<file path="config.mk">
export PLATFORM = sky130hd
export DESIGN_NAME = prog_sequence_gen
export DESIGN_NICKNAME = d
export VERILOG_FILES = /design/src/rtl/prog_seq_pkg.sv /design/src/rtl/prog_seq_shifter.sv /design/src/rtl/prog_sequence_gen.sv
export SDC_FILE = /design/constraint.sdc
export NUM_CORES = 1
export LEC_CHECK = 0
export CAP_MARGIN = 25
export CORE_MARGIN = 4
export CORE_UTILIZATION = 58
export DETAILED_ROUTE_END_ITERATION = 10
export DONT_BUFFER_PORTS = 1
export GPL_TIMING_DRIVEN = 1
export PLACE_DENSITY = 0.82
export SETUP_SLACK_MARGIN = 0.05
export SLEW_MARGIN = 10
export SYNTH_ARGS = -nofsm -noshare
export SYNTH_HDL_FRONTEND = slang
export SYNTH_HIERARCHICAL = 1
export SYNTH_SLANG_ARGS = --single-unit
export TNS_END_PERCENT = 50
</file>
<file path="constraint.sdc">
create_clock -name clk -period 2.3 [get_ports clk]
set_input_delay 0.23 -clock clk [delete_from_list [all_inputs] [get_ports clk]]
set_output_delay 0.23 -clock clk [all_outputs]
set_load 0.05 [all_outputs]
</file>
<file path="src/rtl/prog_seq_pkg.sv">
// Shared types and defaults for the programmable sequence generator.
// Holds the FSM state encoding and the default pattern length.
package prog_seq_pkg;

    localparam int DEF_MAX_LEN = 16;

    typedef enum logic [1:0] {
        IDLE = 2'd0,
        SEND = 2'd1,
        DONE = 2'd2
    } state_t;

endpackage

</file>
<file path="src/rtl/prog_seq_shifter.sv">
// Pattern shift register with down-counting bit counter.
// The pattern is stored MSB-aligned so the current bit is always the top bit.
module prog_seq_shifter #(
    parameter int MAX_LEN = 16,
    parameter int LW      = $clog2(MAX_LEN + 1)
) (
    input  logic               clk,
    input  logic               resetn,
    input  logic               load,
    input  logic               shift,
    input  logic [MAX_LEN-1:0] data,
    input  logic [LW-1:0]      len,
    output logic               bit_out,
    output logic               last
);

    localparam logic [LW-1:0] ML  = LW'(MAX_LEN);
    localparam logic [LW-1:0] ONE = LW'(1);

    logic [MAX_LEN-1:0] pat_q, pat_d;
    logic [MAX_LEN-1:0] sh_q, sh_d;
    logic [LW-1:0]      len_q, len_d;
    logic [LW-1:0]      cnt_q, cnt_d;

    // Load aligns the pattern; shifting reloads from the saved copy on wrap.
    always_comb begin
        pat_d = pat_q;
        sh_d  = sh_q;
        len_d = len_q;
        cnt_d = cnt_q;
        if (load) begin
            pat_d = data << (ML - len);
            sh_d  = data << (ML - len);
            len_d = len;
            cnt_d = len - ONE;
        end else if (shift) begin
            if (cnt_q == '0) begin
                sh_d  = pat_q;
                cnt_d = len_q - ONE;
            end else begin
                sh_d  = sh_q << 1;
                cnt_d = cnt_q - ONE;
            end
        end
    end

    // Register the shifter state.
    always_ff @(posedge clk) begin
        if (!resetn) begin
            pat_q <= '0;
            sh_q  <= '0;
            len_q <= '0;
            cnt_q <= '0;
        end else begin
            pat_q <= pat_d;
            sh_q  <= sh_d;
            len_q <= len_d;
            cnt_q <= cnt_d;
        end
    end

    assign bit_out = sh_q[MAX_LEN-1];
    assign last    = (cnt_q == '0);

endmodule

</file>
<file path="src/rtl/prog_sequence_gen.sv">
// Programmable serial sequence generator: sends a captured pattern
// MSB-first, reps+1 times back-to-back, with abort and length checking.
module prog_sequence_gen
    import prog_seq_pkg::*;
#(
    parameter int MAX_LEN = DEF_MAX_LEN,
    parameter int REP_W   = 4,
    localparam int LW     = $clog2(MAX_LEN + 1)
) (
    input  logic               clk,
    input  logic               resetn,
    input  logic               start,
    input  logic [MAX_LEN-1:0] pattern,
    input  logic [LW-1:0]      len,
    input  logic [REP_W-1:0]   reps,
    input  logic               abort,
    output logic               dout,
    output logic               dout_valid,
    output logic               busy,
    output logic               done,
    output logic               err
);

    state_t             state_q, state_d;
    logic [REP_W-1:0]   rep_q, rep_d;
    logic               err_q, err_d;
    logic               len_ok;
    logic               accept;
    logic               shift;
    logic               bit_out;
    logic               last;

    assign len_ok = (len != '0) && (len <= LW'(MAX_LEN));
    assign accept = (state_q == IDLE) && start && len_ok;
    assign shift  = (state_q == SEND);

    prog_seq_shifter #(
        .MAX_LEN (MAX_LEN),
        .LW      (LW)
    ) u_shifter (
        .clk     (clk),
        .resetn  (resetn),
        .load    (accept),
        .shift   (shift),
        .data    (pattern),
        .len     (len),
        .bit_out (bit_out),
        .last    (last)
    );

    // State, repeat counter and error pulse registers.
    always_ff @(posedge clk) begin
        if (!resetn) begin
            state_q <= IDLE;
            rep_q   <= '0;
            err_q   <= 1'b0;
        end else begin
            state_q <= state_d;
            rep_q   <= rep_d;
            err_q   <= err_d;
        end
    end

    // Next state; abort outranks completion of the final bit.
    always_comb begin
        state_d = state_q;
        rep_d   = rep_q;
        err_d   = 1'b0;
        unique case (state_q)
            IDLE: begin
                if (start && !len_ok) begin
                    err_d = 1'b1;
                end else if (accept) begin
                    rep_d   = reps;
                    state_d = SEND;
                end
            end
            SEND: begin
                if (abort) begin
                    state_d = IDLE;
                end else if (last) begin
                    if (rep_q == '0) begin
                        state_d = DONE;
                    end else begin
                        rep_d = rep_q - REP_W'(1);
                    end
                end
            end
            DONE: begin
                state_d = IDLE;
            end
            default: begin
                state_d = IDLE;
            end
        endcase
    end

    // Outputs decoded from registered state; dout is forced low when idle.
    always_comb begin
        busy       = (state_q == SEND);
        dout_valid = (state_q == SEND);
        dout       = (state_q == SEND) & bit_out;
        done       = (state_q == DONE);
        err        = err_q;
    end

endmodule

</file>
==> flow_summary.toml <==
[die]
dieArea_um2 = 6650
io-pin-count = 34
start_util_pct = 60.7
die_w_um = 81.6
die_h_um = 81.6
rows = 26
core-area_um2 = 5170

[power_and_ir_drop]
p_leak_nw = 1.38
p_per_area_nw_per_um2 = 611
ir_worst_vdd_uv = 348

[clock_tree]
root_buffer = "clkbuf_8"
htree_levels = 2
clkSinkCount = 49
clkLatencyLatePin_ns = 0.30
clkTransAtPathRegs_ns = 0.09
cts_made_buffers = 5
clockBufferDepth = 2
cts_tree = "yes"
cts_hold_buf = 0

[logic_synthesis]
synth_cell_type_count = 66
avgSynthCellArea_um2 = 9.07
ys.flop_type = "dfxtp_1"
ys_warn_count = 6
yosys.area.top_type = "dfxtp_1"
synthArstFlopShare_pct = 0
syn_nets = 378
yosys.area.top_type_share_pct = 31.3
ys_seq_area_share_pct = 31.3
synthTopCellsByArea = "dfxtp_1, mux2i_1, nand2_1"
synth_seq_cells = 49
synth-edff-count = 0
syn_area_um2 = 3140
syn_inst = 346

[detailed_routing]
vias = 2566
drtPass1Iterations = 4
ant_nets = 0
drt_iter0_drc = 280
viasPerCell = 6.07
drcViolationCount = 0
routed_wl_um = 6850
routedWlPerCell_um = 16.2

[run]
maxCapViolations = 0

[sta]
min_period_over_period_pct = 94.3
finalSetupViolCount = 0
finalCriticalPeriod_ns = 2.17
tightest_slew_ns = 0.616
hold_viol_final = 0
grt_setup_unrepaired = "false"
holdWs_ns = 0.0626
fmax_mhz = 461
relSlewSlack_pct = 58.6
fin_setup_tns_ns = 0
skew_ns = 0.0102
slew_violations = 0

[hold_path]
hold_start = "start"
whs_path_depth = 2
worstHoldPathType = "in -> reg"
min_to = "err"

[worst_setup_path]
worst_path_max_delay_cell = "dfxtp_1"
worst_setup_path_end_kind = "flip-flop"
r2r-end = "u_shifter/sh_q[15]"
r2r_start = "state_q[1]"
crit_family = "simple AND/OR/NAND/NOR gates"
critPathKind = "reg -> reg"
max_stage_delay_ns = 0.40
r2r_slack_ns = 0.13
worstPathCellList = "nor4bb_2 > mux2i_2 > inv_2 > buf_4 > and2b_2 > mux2_4 > nand3_2 > o22ai_1 > or2_1"
rr_worst_depth = 9
cp_max_fo = 5
critPathRequiredTime_ns = 2.48
critPathBufInv = 2
start_kind = "flip-flop"
cp_data_arrival_time_ns = 2.35

[global_routing]
grt_pass1_wl_um = 11100
grtUsageMet2_pct = 35.7
grt_max_degree = 43
use_met1_pct = 27.7
overflow = 0
grt_pass1_vias = 2452
track_usage_pct = 21.1
use_met3_pct = 4.50
antenna_found_initial = 0
busiest_layer = "met2"

[status]
status = "finished clean"

[place]
dp_hpwl_um = 4960
port-buffer-count = 0
numPlacedInstances = 412
finalWeightedCongestion = 0.812

[finish]
diodes = 0
final_cell_mix = "nand2_1, dfxtp_1, mux2i_1, buf_4, nor2_1"
fin_nets = 386
final_cells = 423
final_layout_size_suffix_gt1_share_pct = 22.7
area_delta_synth_final_pct = 8.45
utilization_pct = 65.8
fillCellCount = 413
## cell families (layout without fill, tap and decap cells)
logic type | after synthesis | count (layout) | share of synthesized area (%)
buffers and inverters | 33 | 40 | 6.90
AOI/OAI and AO/OA | 89 | 89 | 20.7
DFF | 49 | 49 | 31.3
adders and majority gates | 3 | 3 | 1.20
muxes | 40 | 40 | 15.9
xor gates and xnor gates | 8 | 8 | 2.71
and+or+nand+nor | 124 | 124 | 21.3
## worst max-delay path by stage
stage | start | end | slack, ns | cells past startpoint
3_5_place_dp | state_q[1] | u_shifter/cnt_q[4] | -0.11 | 9
6_report | state_q[1] | u_shifter/sh_q[15] | 0.13 | 9
2_1_floorplan | len[2] | u_shifter/cnt_q[4] | -0.006 | 10
4_1_cts | state_q[1] | u_shifter/cnt_q[4] | 0.07 | 9
5_1_grt | state_q[0] | u_shifter/cnt_q[4] | 0.03 | 9
3_3_place_gp | state_q[1] | u_shifter/cnt_q[4] | 0.06 | 9
## where the power goes
part | internal (mW) | switching (mW)
clock network | 0.201 | 0.268
logic | 0.294 | 0.355
registers | 0.911 | 0.0509
## cells in the mapped netlist (3+ instances only)
cell type	instances
mux2i_1	29
a21o_1	6
buf_2	3
nor3_1	4
nor2_1	18
and2_1	3
o211a_1	3
mux4_2	5
o21ai_0	10
buf_4	4
nand2b_1	6
o22ai_1	4
clkbuf_1	7
ha_1	3
or2_1	3
mux2_2	4
o21a_1	10
dfxtp_1	49
a31oi_1	18
xor2_1	4
nor2b_1	15
nand2_1	48
nor3b_1	4
o221a_2	10
inv_1	6
nand3_1	7
a21oi_1	14
## worst register-to-register path: stages, from the launching register on
cell and delay [ns]:
dfxtp_1 0.40, nor4bb_2 0.08, mux2i_2 0.28, inv_2 0.14, buf_4 0.16, and2b_2 0.19
mux2_4 0.32, nand3_2 0.12, o22ai_1 0.13, or2_1 0.24
## per-layer routing
metal / vias up / share of wire, %
met4: 0 / 0.12
met1: 1244 / 46
met5: - / 0
met3: 2 / 5.1
li1: 1270 / -
met2: 50 / 48
## metrics by stage
step / cell area (µm²) / total power [mW] / worst slack [ns]
final: 3400 / 2.08 / 0.131
after global routing: 3400 / 2.18 / 0.0279
after CTS: 3340 / 2.06 / 0.0741
after detailed placement: 3250 / 1.59 / -0.106
after global placement: 3250 / 1.58 / 0.0564
after floorplan: 3210 / 1.49 / -0.00646
## flip-flops by register name, indices dropped and copies added (netlist names)
name,count
u_shifter/len_q,5
u_shifter/cnt_q,5
u_shifter/sh_q,16
err,1
state_q,2
rep_q,4
u_shifter/pat_q,16
## final cells by class
cell class              count  area, µm²  area share, %
repair inverters            1       5.00          0.147
clock buffers               5       68.8           2.02
well taps                  70       87.6           2.57
repair buffers             24        180           5.29
clock inverters             1       5.00          0.147
flip-flops and latches     49        982           28.9
inverters                   9       33.8          0.993
multi-input cells         264       2040           60.0
## repair_timing
action	CTS	global route
buffers inserted	0	4
gates cloned	0	1
endpoints found under the hold margin	0	0
gates resized for setup	3	5
pin swaps	0	2
endpoints found under the setup margin	4	3
(Power assumes the default switching activity.)
